==> config.mk <==
export PLATFORM = sky130hd
export DESIGN_NAME = mem_stage_ctrl_flat
export DESIGN_NICKNAME = d
export VERILOG_FILES = /design/src/rtl/mem_stage_ctrl_pkg.sv /design/src/rtl/mem_stage_ctrl_if.sv /design/src/rtl/mem_stage_ctrl_load_align.sv /design/src/rtl/mem_stage_ctrl.sv /design/src/flat_wrapper.sv
export SDC_FILE = /design/constraint.sdc
export NUM_CORES = 1
export LEC_CHECK = 0
export CAP_MARGIN = 15
export CORE_UTILIZATION = 50
export CTS_BUF_LIST = sky130_fd_sc_hd__clkbuf_4
export CTS_CLUSTER_SIZE = 28
export DETAILED_ROUTE_END_ITERATION = 16
export GPL_TIMING_DRIVEN = 1
export PLACE_DENSITY = 0.89
export SETUP_SLACK_MARGIN = 0.05
export SYNTH_ARGS = -nofsm -noshare
export SYNTH_HDL_FRONTEND = slang
export SYNTH_HIERARCHICAL = 1
export SYNTH_SLANG_ARGS = --single-unit
==> constraint.sdc <==
create_clock -name clk -period 4.4 [get_ports clk]
set_clock_uncertainty 0.15 [all_clocks]
set_input_delay 0.66 -clock clk [delete_from_list [all_inputs] [get_ports clk]]
set_output_delay 0.66 -clock clk [all_outputs]
set_load 0.005 [all_outputs]
==> src/rtl/mem_stage_ctrl_pkg.sv <==
// rtl/mem_stage_ctrl_pkg.sv - state encoding, funct3 modes, strobes and op legality for the memory stage
package mem_ctrl_pkg;

   localparam int MODE_W = 3;
   localparam int STRB_W = 4;

   localparam logic [1:0] ST_IDLE = 2'd0;
   localparam logic [1:0] ST_REQ  = 2'd1;
   localparam logic [1:0] ST_RESP = 2'd2;
   localparam logic [1:0] ST_DONE = 2'd3;

   localparam logic [MODE_W-1:0] F3_B  = 3'b000;
   localparam logic [MODE_W-1:0] F3_H  = 3'b001;
   localparam logic [MODE_W-1:0] F3_W  = 3'b010;
   localparam logic [MODE_W-1:0] F3_BU = 3'b100;
   localparam logic [MODE_W-1:0] F3_HU = 3'b101;

   localparam logic [STRB_W-1:0] STRB_B = 4'b0001;
   localparam logic [STRB_W-1:0] STRB_H = 4'b0011;
   localparam logic [STRB_W-1:0] STRB_W_ALL = 4'b1111;

   function automatic logic op_legal(input logic rd, input logic wr,
                                     input logic [MODE_W-1:0] mode, input logic [1:0] a);
      logic ok;
      ok = !(rd && wr);
      case (mode)
         F3_B, F3_BU: ;
         F3_H, F3_HU: if (a[0]) ok = 1'b0;
         F3_W:        if (a != 2'b00) ok = 1'b0;
         default:     ok = 1'b0;
      endcase
      return ok;
   endfunction

endpackage

==> src/rtl/mem_stage_ctrl_if.sv <==
// rtl/mem_stage_ctrl_if.sv - pipeline and data-memory signals of the memory stage controller
interface mem_stage_ctrl_if
   import mem_ctrl_pkg::*;
#(
   parameter int ADDR_W = 32,
   parameter int DATA_W = 32
);
   logic                mem_read_i;
   logic                mem_write_i;
   logic [ADDR_W-1:0]   addr_i;
   logic [DATA_W-1:0]   wdata_i;
   logic [MODE_W-1:0]   mode_i;
   logic                flush_i;
   logic                stall_o;
   logic                req_valid_o;
   logic                req_ready_i;
   logic                req_we_o;
   logic [ADDR_W-1:0]   req_addr_o;
   logic [DATA_W-1:0]   req_wdata_o;
   logic [STRB_W-1:0]   req_wstrb_o;
   logic                rsp_valid_i;
   logic [DATA_W-1:0]   rsp_rdata_i;
   logic [DATA_W-1:0]   load_data_o;
   logic                load_valid_o;
   logic                err_o;

   modport slave (
      input  mem_read_i, mem_write_i, addr_i, wdata_i, mode_i, flush_i,
      input  req_ready_i, rsp_valid_i, rsp_rdata_i,
      output stall_o, req_valid_o, req_we_o, req_addr_o, req_wdata_o, req_wstrb_o,
      output load_data_o, load_valid_o, err_o
   );

   modport master (
      output mem_read_i, mem_write_i, addr_i, wdata_i, mode_i, flush_i,
      output req_ready_i, rsp_valid_i, rsp_rdata_i,
      input  stall_o, req_valid_o, req_we_o, req_addr_o, req_wdata_o, req_wstrb_o,
      input  load_data_o, load_valid_o, err_o
   );

endinterface

==> src/rtl/mem_stage_ctrl_load_align.sv <==
// rtl/mem_stage_ctrl_load_align.sv - load_align: byte/half extraction and extension of a raw read word
module load_align
   import mem_ctrl_pkg::*;
(
   input  logic [31:0]       rdata,
   input  logic [1:0]        addr_lo,
   input  logic [MODE_W-1:0] mode,
   output logic [31:0]       load_data
);

   logic [7:0]  b;
   logic [15:0] h;

   always_comb begin
      b = 8'h00;
      case (addr_lo)
         2'd0: b = rdata[7:0];
         2'd1: b = rdata[15:8];
         2'd2: b = rdata[23:16];
         default: b = rdata[31:24];
      endcase
      h = addr_lo[1] ? rdata[31:16] : rdata[15:0];
      case (mode)
         F3_B:    load_data = {{24{b[7]}}, b};
         F3_BU:   load_data = {24'h000000, b};
         F3_H:    load_data = {{16{h[15]}}, h};
         F3_HU:   load_data = {16'h0000, h};
         default: load_data = rdata;
      endcase
   end

endmodule

==> src/rtl/mem_stage_ctrl.sv <==
// rtl/mem_stage_ctrl.sv - single-outstanding memory-stage sequencer with pipeline stall and lane alignment
// Optional watchdog: define MEM_TIMEOUT_EN.
module mem_stage_ctrl
   import mem_ctrl_pkg::*;
#(
   parameter int ADDR_W      = 32,
   parameter int DATA_W      = 32,
   parameter int TIMEOUT_CYC = 255
)(
   input logic             clk,
   input logic             rst_n,
   mem_stage_ctrl_if.slave bus
);

   logic [1:0]         state;
   logic               op;
   logic               legal;
   logic               accept;
   logic               timeout;
   logic               we_q;
   logic [ADDR_W-1:0]  addr_q;
   logic [1:0]         a_q;
   logic [DATA_W-1:0]  wdata_q;
   logic [STRB_W-1:0]  strb_q;
   logic [MODE_W-1:0]  mode_q;
   logic               flushed_q;
   logic               err_q;
   logic [DATA_W-1:0]  load_data_q;
   logic [DATA_W-1:0]  aligned;
   logic [DATA_W-1:0]  st_data;
   logic [STRB_W-1:0]  st_strb;

   assign op     = bus.mem_read_i | bus.mem_write_i;
   assign legal  = op_legal(bus.mem_read_i, bus.mem_write_i, bus.mode_i, bus.addr_i[1:0]);
   // rst_n gate keeps stall_o low while reset is held with an op still presented
   assign accept = rst_n && (state == ST_IDLE) && op && legal && !bus.flush_i;

   always_comb begin
      st_strb = '0;
      st_data = '0;
      if (bus.mem_write_i) begin
         case (bus.mode_i[1:0])
            2'b00: begin
               st_strb = STRB_B << bus.addr_i[1:0];
               st_data = {4{bus.wdata_i[7:0]}};
            end
            2'b01: begin
               st_strb = STRB_H << bus.addr_i[1:0];
               st_data = {2{bus.wdata_i[15:0]}};
            end
            default: begin
               st_strb = STRB_W_ALL;
               st_data = bus.wdata_i;
            end
         endcase
      end
   end

   load_align u_load_align (
      .rdata     (bus.rsp_rdata_i),
      .addr_lo   (a_q),
      .mode      (mode_q),
      .load_data (aligned)
   );

`ifdef MEM_TIMEOUT_EN
   localparam int CNT_W = (TIMEOUT_CYC > 255) ? $clog2(TIMEOUT_CYC + 1) : 8;
   logic [CNT_W-1:0] cnt_q;

   assign timeout = ((state == ST_REQ) || (state == ST_RESP)) &&
                    (cnt_q == CNT_W'(TIMEOUT_CYC - 1));

   always_ff @(posedge clk or negedge rst_n) begin
      if (!rst_n)
         cnt_q <= '0;
      else if ((state == ST_REQ && !bus.req_ready_i) || state == ST_RESP)
         cnt_q <= cnt_q + 1'b1;
      else
         cnt_q <= '0;
   end
`else
   logic [31:0] unused_timeout_cyc;
   assign unused_timeout_cyc = TIMEOUT_CYC;
   assign timeout = 1'b0;
`endif

   always_ff @(posedge clk or negedge rst_n) begin
      if (!rst_n) begin
         state       <= ST_IDLE;
         we_q        <= 1'b0;
         addr_q      <= '0;
         a_q         <= '0;
         wdata_q     <= '0;
         strb_q      <= '0;
         mode_q      <= '0;
         flushed_q   <= 1'b0;
         err_q       <= 1'b0;
         load_data_q <= '0;
      end else begin
         err_q <= 1'b0;
         case (state)
            ST_IDLE: begin
               flushed_q <= 1'b0;
               if (accept) begin
                  we_q    <= bus.mem_write_i;
                  addr_q  <= {bus.addr_i[ADDR_W-1:2], 2'b00};
                  a_q     <= bus.addr_i[1:0];
                  wdata_q <= st_data;
                  strb_q  <= st_strb;
                  mode_q  <= bus.mode_i;
                  state   <= ST_REQ;
               end else if (op && !bus.flush_i) begin
                  err_q <= 1'b1;
               end
            end
            ST_REQ: begin
               if (bus.flush_i) flushed_q <= 1'b1;
               if (bus.req_ready_i) begin
                  state <= ST_RESP;
               end else if (timeout) begin
                  // flushed_q doubles as the "no load result" marker for an abandoned op
                  flushed_q   <= 1'b1;
                  err_q       <= 1'b1;
                  load_data_q <= '0;
                  state       <= ST_DONE;
               end
            end
            ST_RESP: begin
               if (bus.flush_i) flushed_q <= 1'b1;
               if (bus.rsp_valid_i) begin
                  if (!we_q) load_data_q <= aligned;
                  state <= ST_DONE;
               end else if (timeout) begin
                  flushed_q   <= 1'b1;
                  err_q       <= 1'b1;
                  load_data_q <= '0;
                  state       <= ST_DONE;
               end
            end
            default: state <= ST_IDLE;
         endcase
      end
   end

   assign bus.stall_o      = accept || (state == ST_REQ) || (state == ST_RESP);
   assign bus.req_valid_o  = (state == ST_REQ);
   assign bus.req_we_o     = we_q;
   assign bus.req_addr_o   = addr_q;
   assign bus.req_wdata_o  = wdata_q;
   assign bus.req_wstrb_o  = strb_q;
   assign bus.load_data_o  = load_data_q;
   assign bus.load_valid_o = (state == ST_DONE) && !we_q && !flushed_q;
   assign bus.err_o        = err_q;

endmodule

==> src/flat_wrapper.sv <==
// flat-port wrapper written by rule: the top's interface ports become plain ports
module mem_stage_ctrl_flat import mem_ctrl_pkg::*;
#(
   parameter int ADDR_W      = 32,
   parameter int DATA_W      = 32,
   parameter int TIMEOUT_CYC = 255
)
  (clk, rst_n, bus_mem_read_i, bus_mem_write_i, bus_addr_i, bus_wdata_i, bus_mode_i, bus_flush_i, bus_req_ready_i, bus_rsp_valid_i, bus_rsp_rdata_i, bus_stall_o, bus_req_valid_o, bus_req_we_o, bus_req_addr_o, bus_req_wdata_o, bus_req_wstrb_o, bus_load_data_o, bus_load_valid_o, bus_err_o);
  mem_stage_ctrl_if #(.ADDR_W(ADDR_W), .DATA_W(DATA_W)) bus_i ();
  input logic clk;
  input logic rst_n;
  input wire logic [$bits(bus_i.mem_read_i)-1:0] bus_mem_read_i;
  input wire logic [$bits(bus_i.mem_write_i)-1:0] bus_mem_write_i;
  input wire logic [$bits(bus_i.addr_i)-1:0] bus_addr_i;
  input wire logic [$bits(bus_i.wdata_i)-1:0] bus_wdata_i;
  input wire logic [$bits(bus_i.mode_i)-1:0] bus_mode_i;
  input wire logic [$bits(bus_i.flush_i)-1:0] bus_flush_i;
  input wire logic [$bits(bus_i.req_ready_i)-1:0] bus_req_ready_i;
  input wire logic [$bits(bus_i.rsp_valid_i)-1:0] bus_rsp_valid_i;
  input wire logic [$bits(bus_i.rsp_rdata_i)-1:0] bus_rsp_rdata_i;
  output wire logic [$bits(bus_i.stall_o)-1:0] bus_stall_o;
  output wire logic [$bits(bus_i.req_valid_o)-1:0] bus_req_valid_o;
  output wire logic [$bits(bus_i.req_we_o)-1:0] bus_req_we_o;
  output wire logic [$bits(bus_i.req_addr_o)-1:0] bus_req_addr_o;
  output wire logic [$bits(bus_i.req_wdata_o)-1:0] bus_req_wdata_o;
  output wire logic [$bits(bus_i.req_wstrb_o)-1:0] bus_req_wstrb_o;
  output wire logic [$bits(bus_i.load_data_o)-1:0] bus_load_data_o;
  output wire logic [$bits(bus_i.load_valid_o)-1:0] bus_load_valid_o;
  output wire logic [$bits(bus_i.err_o)-1:0] bus_err_o;
  assign bus_i.mem_read_i = bus_mem_read_i;
  assign bus_i.mem_write_i = bus_mem_write_i;
  assign bus_i.addr_i = bus_addr_i;
  assign bus_i.wdata_i = bus_wdata_i;
  assign bus_i.mode_i = bus_mode_i;
  assign bus_i.flush_i = bus_flush_i;
  assign bus_i.req_ready_i = bus_req_ready_i;
  assign bus_i.rsp_valid_i = bus_rsp_valid_i;
  assign bus_i.rsp_rdata_i = bus_rsp_rdata_i;
  assign bus_stall_o = bus_i.stall_o;
  assign bus_req_valid_o = bus_i.req_valid_o;
  assign bus_req_we_o = bus_i.req_we_o;
  assign bus_req_addr_o = bus_i.req_addr_o;
  assign bus_req_wdata_o = bus_i.req_wdata_o;
  assign bus_req_wstrb_o = bus_i.req_wstrb_o;
  assign bus_load_data_o = bus_i.load_data_o;
  assign bus_load_valid_o = bus_i.load_valid_o;
  assign bus_err_o = bus_i.err_o;
  mem_stage_ctrl #(.ADDR_W(ADDR_W), .DATA_W(DATA_W), .TIMEOUT_CYC(TIMEOUT_CYC)) u_core (.clk(clk), .rst_n(rst_n), .bus(bus_i));
endmodule
==> metrics, run 1 <==
status finished, final reports clean; Post-DP Area 7780 sq um; Slew Limit Fails 0; Final Power 4.47 mW; synthesized area 5680 sq um; Post-synth EDFFs 0; initial antenna violation count 0; via count 5,010; GP Congestion 0.910; cell taking the most area after synthesis dfrtp_1; P_leak 3.34 nW; most common cell after layout, fill and taps aside clkdlybuf4s50_1; worst-skew pair later-pin latency 0.46 ns; register bit total from synthesis 108; routed length per instance 19.7 microns; Num CTS Buffers 9; pwr/cell area 568 nW/um^2; Setup WS post-layout 0.889 ns; Total Routing Usage GR 29.1%; Fillers 785; maximum VDD drop 0.307 mV; Critical Path RT 3.59 ns; post-route cell area 7880 sq um; Final HPWL DP 12,100 microns; Worst slew margin 42.0%; largest net degree at the start of global routing 68; first-pass GRT wire length 26,000 microns; area delta synth->final 38.7%; clk sinks 108; max-cap violations 0; setup TNS 0 ns; DRC 0; Worst Max-Slew Pin Slew 0.869 ns; Ant. Diodes 0; Setup WS pre-CTS 0.892 ns; final WL 16,700 microns; Worst setup SP type primary input; IO Port Bufs 208; H-tree levels 3; Setup Fix Bufs, Post-CTS 0; Setup CP Type primary input to primary output; final period utilization 79.8%; register area share after synthesis 47.5%; layout cell share with drive strength beyond 1 10.3%; worst-case clock buffer depth 2; min Tclk post-route 3.51 ns; Post-synth ARST share 100%; Most used DFF post-synth dfrtp_1; GRT overflow 0; post_cts resized 0; Die ar. 11,800 sq um; Mapped Avg Cell Area 11.0 sq um; I/O Pins 211; RSZ-0062 raised after global routing no; Yosys warning count 6; crit end category primary output; worst reg-to-reg setup slack 1.85 ns; die height 109 microns; placed cells 832; Cell Rows 38; achievable frequency 285 MHz; top cells by area, synth dfrtp_1, mux2_1, mux2_2, mux2i_1, o21ai_0; Post-Layout Cell Count 847; Core ar. 10,900 sq um; Clk pin slew, worst setup/hold paths 0.15 ns; Root Buffer Master clkbuf_4; final hold violations 0; Starting Density 52.0%; Crit path arrival time 2.70 ns; DRT antenna net count 0; Unique masters post-synth 47; Pre-Repair DR Iteration Count 5; Hold WC Path Type primary input to asynchronous set/reset pin; Setup Viol. Count Final 0; Syn Inst Count 518; Synth top area share 47.5%; number of global-route vias before repair 5,122; most frequent cells in the layout clkdlybuf4s50_1, dfrtp_1, o21ai_0; cts hold-fix bufs 0; CP max FO 10; NumNets Final 813; die width 109 microns; Starting DRT DRC Count 370; number of vias per cell 5.91; CTS tree built
[logic make-up (layout without fill, tap and decap cells)]
kind of cell    count (synthesis)  in the layout  synth area share (%)
compound gates                148            148                  16.5
xor+xnor                        1              1                 0.154
fa+ha+maj                       5              5                  1.06
simple gates                   88             88                  6.91
mux                           103            103                  22.1
flops                         108            108                  47.5
other cells                     1              2                0.0660
buf+inv                        64            252                  5.72
[critical path: stages]
cell	delay [ns]
clkdlybuf4s50_1	0.49
buf_4	0.23
a21oi_1	0.23
o2111ai_2	0.19
or2_1	0.29
nand3_1	0.09
clkdlybuf4s50_1	0.52
[flip-flops by register name (all words and copies together) (netlist names)]
name	cells
u_core/bus.req_addr_o	30
u_core/bus.req_wstrb_o	4
u_core/mode_q	3
u_core/bus.req_we_o	1
u_core/a_q	2
u_core/flushed_q	1
u_core/state	2
u_core/bus.err_o	1
u_core/bus.load_data_o	32
u_core/bus.req_wdata_o	32
[per-stage QoR]
step | util, % | hold WS [ns]
after detailed placement | 71.1 | 0.325
after CTS | 72.1 | 0.00695
after global placement | 71.1 | 0.320
after global routing | 72.1 | 0.0206
final | 72.1 | 0.0236
after floorplan | - | 0.214
[layer usage]
metal | GRT usage, % | vias up | part of all wire (%)
met5 | 0 | - | 0
met1 | 36.1 | 2435 | 39
met3 | 8.79 | 30 | 10
met2 | 47.8 | 307 | 48
met4 | 11.0 | 0 | 2.1
li1 | - | 2238 | -
[synth_stat cells, types with 8 or more instances]
master,count
dfrtp_1,108
o21ai_0,44
nand2_1,34
nor2_1,33
mux2_1,32
mux2_2,32
mux2i_1,26
o21ai_1,24
clkbuf_1,22
a21oi_1,21
o22ai_1,17
inv_1,16
o31ai_1,16
nor2b_1,11
buf_2,8
[where the power goes]
group	leakage (nW)	internal (mW)	switching, mW	total, mW
Clock	0.0577	0.118	0.315	0.432
Sequential	1.37	1.43	0.319	1.75
Combinational	1.92	1.35	0.950	2.30
[area by class of cell]
class	instances	area [sq um]	share of cell area, %
sequential	108	2700	34.3
clock buffer	10	75.1	0.952
clock inverter	5	28.8	0.365
inverter	19	71.3	0.905
timing repair buffer	218	2150	27.3
tap	140	175	2.22
multi-input combinational	347	2680	33.9
[path summary, 6_finish.rpt]
path,startpoint,cells after the start,to
hold reg to reg,u_core/bus.req_addr_o[12],1,u_core/bus.req_addr_o[12]
setup / recovery,bus_mode_i[0],7,bus_stall_o
hold / removal,rst_n,1,u_core/bus.load_data_o[22]
max in group asynchronous,rst_n,2,u_core/bus.req_wdata_o[11]
min in group clk,u_core/bus.req_addr_o[12],1,u_core/bus.req_addr_o[12]
setup reg to reg,u_core/state[0],7,u_core/bus.req_addr_o[22]
No activity file was read; power rests on OpenSTA's default activity.
==> run 2: changes to the inputs <==
CORE_UTILIZATION = 46   (was 50)
PLACE_DENSITY = 0.83   (was 0.89)
clock period = 3.3 ns   (was 4.4 ns; I/O delays follow)
==> metrics, run 2 (synthesized netlist as in run 1, its figures left out) <==
Root Buffer Master clkbuf_4 (unchanged); status finished, final reports clean (unchanged); Clk pin slew, worst setup/hold paths 0.16 ns (was 0.15 ns); CP max FO 7 (was 10); post_cts resized 0 (unchanged); cts hold-fix bufs 0 (unchanged); worst-case clock buffer depth 2 (unchanged); Num CTS Buffers 9 (unchanged); GP Congestion 0.873 (was 0.910); pwr/cell area 758 nW/um^2 (was 568 nW/um^2); I/O Pins 211 (unchanged); maximum VDD drop 0.336 mV (was 0.307 mV); worst-skew pair later-pin latency 0.45 ns (was 0.46 ns); final hold violations 0 (unchanged); Post-Route Utilization 66.3% (was 72.1%); Worst setup SP type primary input (unchanged); IO Port Bufs 208 (unchanged); Cell Rows 40 (was 38); P_leak 3.38 nW (was 3.34 nW); achievable frequency 328 MHz; NumNets Final 817 (was 813); Hold WC Path Type primary input to asynchronous set/reset pin (unchanged); final WL 16,500 microns (was 16,700 microns); layout cell share with drive strength beyond 1 11.1% (was 10.3%); Total Routing Usage GR 25.5% (was 29.1%); die width 113 microns (was 109 microns); H-tree levels 3 (unchanged); Core ar. 12,000 sq um (was 10,900 sq um); placed cells 843 (was 832); CTS tree built (unchanged); number of vias per cell 5.87 (was 5.91); number of global-route vias before repair 5,019 (was 5,122); largest net degree at the start of global routing 69 (was 68); GRT overflow 0 (unchanged); Worst Max-Slew Pin Slew 0.944 ns (was 0.869 ns); Starting DRT DRC Count 454 (was 370); Hold WS 0.136 ns (was 0.0236 ns); setup TNS 0 ns (unchanged); FF/Latch Area 2700 sq um (unchanged); Die ar. 12,800 sq um (was 11,800 sq um); RSZ-0062 raised after global routing no (unchanged); Pre-Repair DR Iteration Count 5 (unchanged); first-pass GRT wire length 25,600 microns (was 26,000 microns); most frequent cells in the layout clkdlybuf4s50_1, dfrtp_1, o21ai_0 (unchanged); area of the multi-input gates 2680 sq um (about the same); Setup CP Type primary input to primary output (unchanged); Fillers 960 (was 785); min Tclk post-route 3.05 ns; Crit path arrival time 2.40 ns (was 2.70 ns); initial antenna violation count 0 (unchanged); clk sinks 108 (unchanged); DRC 0 (unchanged); Setup Viol. Count Final 0 (unchanged); die height 113 microns (was 109 microns); most common cell after layout, fill and taps aside clkdlybuf4s50_1 (unchanged); Post-Layout Cell Count 859 (was 847); DRT antenna net count 0 (unchanged); crit end category primary output (unchanged); max-cap violations 0 (unchanged); Worst slew margin 36.8% (was 42.0%); Ant. Diodes 0 (unchanged); Setup Fix Bufs, Post-CTS 0 (unchanged); Slew Limit Fails 0 (unchanged); via count 5,041 (was 5,010); final period utilization 92.4%; Critical Path RT 2.65 ns (was 3.59 ns); Final HPWL DP 11,800 microns (was 12,100 microns); routed length per instance 19.2 microns (was 19.7 microns); area delta synth->final 40.0% (was 38.7%); Starting Density 47.3% (was 52.0%)
==> run 2: changes by cell type in the layout (fill, tap and decap cells not counted) <==
cell,change
buf_4,+4
bufinv_16,+1
clkbuf_4,+1
clkinv_1,-1
clkinv_2,+1
clkinv_4,+1
clkinvlp_4,-1
inv_6,-1
nor2_2,-1
nor2_4,+1
==> run 2: power by group <==
part,total [mW],internal (mW),switching [mW]
Clock,0.674,0.246,0.428
Combinational,3.03,1.80,1.23
Sequential,2.33,1.90,0.426
==> run 2: stage by stage <==
step | worst slack, ns | instance area, sq um | power (mW)
2_1_floorplan | 0.896 | 5690 | 3.76
3_3_place_gp | 0.286 | 7820 | 5.25
3_5_place_dp | 0.267 | 7820 | 5.38
4_1_cts | 0.257 | 7960 | 6.05
5_1_grt | 0.177 | 7960 | 6.41
6_report | 0.250 | 7960 | 6.03
==> run 2: metal layers <==
metal	routed length, microns	GRT usage (%)
met5	0	0
met4	283	7.72
met3	1570	6.53
met2	8070	43.3
met1	6590	32.1
==> run 2: area by class of cell <==
cell class                 instances  share of cell area [%]
clock inverter                     5                   0.660
tap                              147                    2.31
inverter                          19                   0.896
timing repair buffer             222                    27.4
clock buffer                      11                    1.04
sequential                       108                    34.0
multi-input combinational        347                    33.7
==> run 2: worst paths after layout <==
path / startpoint / to / slack, ns / cells after the start
max: bus_addr_i[1] / bus_stall_o / 0.25 / 6
min: rst_n / u_core/bus.load_data_o[12] / 0.14 / 2
max reg2reg: u_core/a_q[1] / u_core/bus.load_data_o[9] / 0.74 / 4
min reg2reg: u_core/bus.req_addr_o[28] / u_core/bus.req_addr_o[28] / 0.35 / 1
max in group asynchronous: rst_n / u_core/bus.req_addr_o[31] / 1.80 / 3
min in group clk: u_core/bus.req_addr_o[28] / u_core/bus.req_addr_o[28] / 0.35 / 1
==> run 2: critical path: stages <==
cell and delay [ns]:
clkdlybuf4s50_1 0.52, nor4_2 0.38, o2111ai_2 0.15, or2_1 0.26
nand3_1 0.09, clkdlybuf4s50_1 0.51
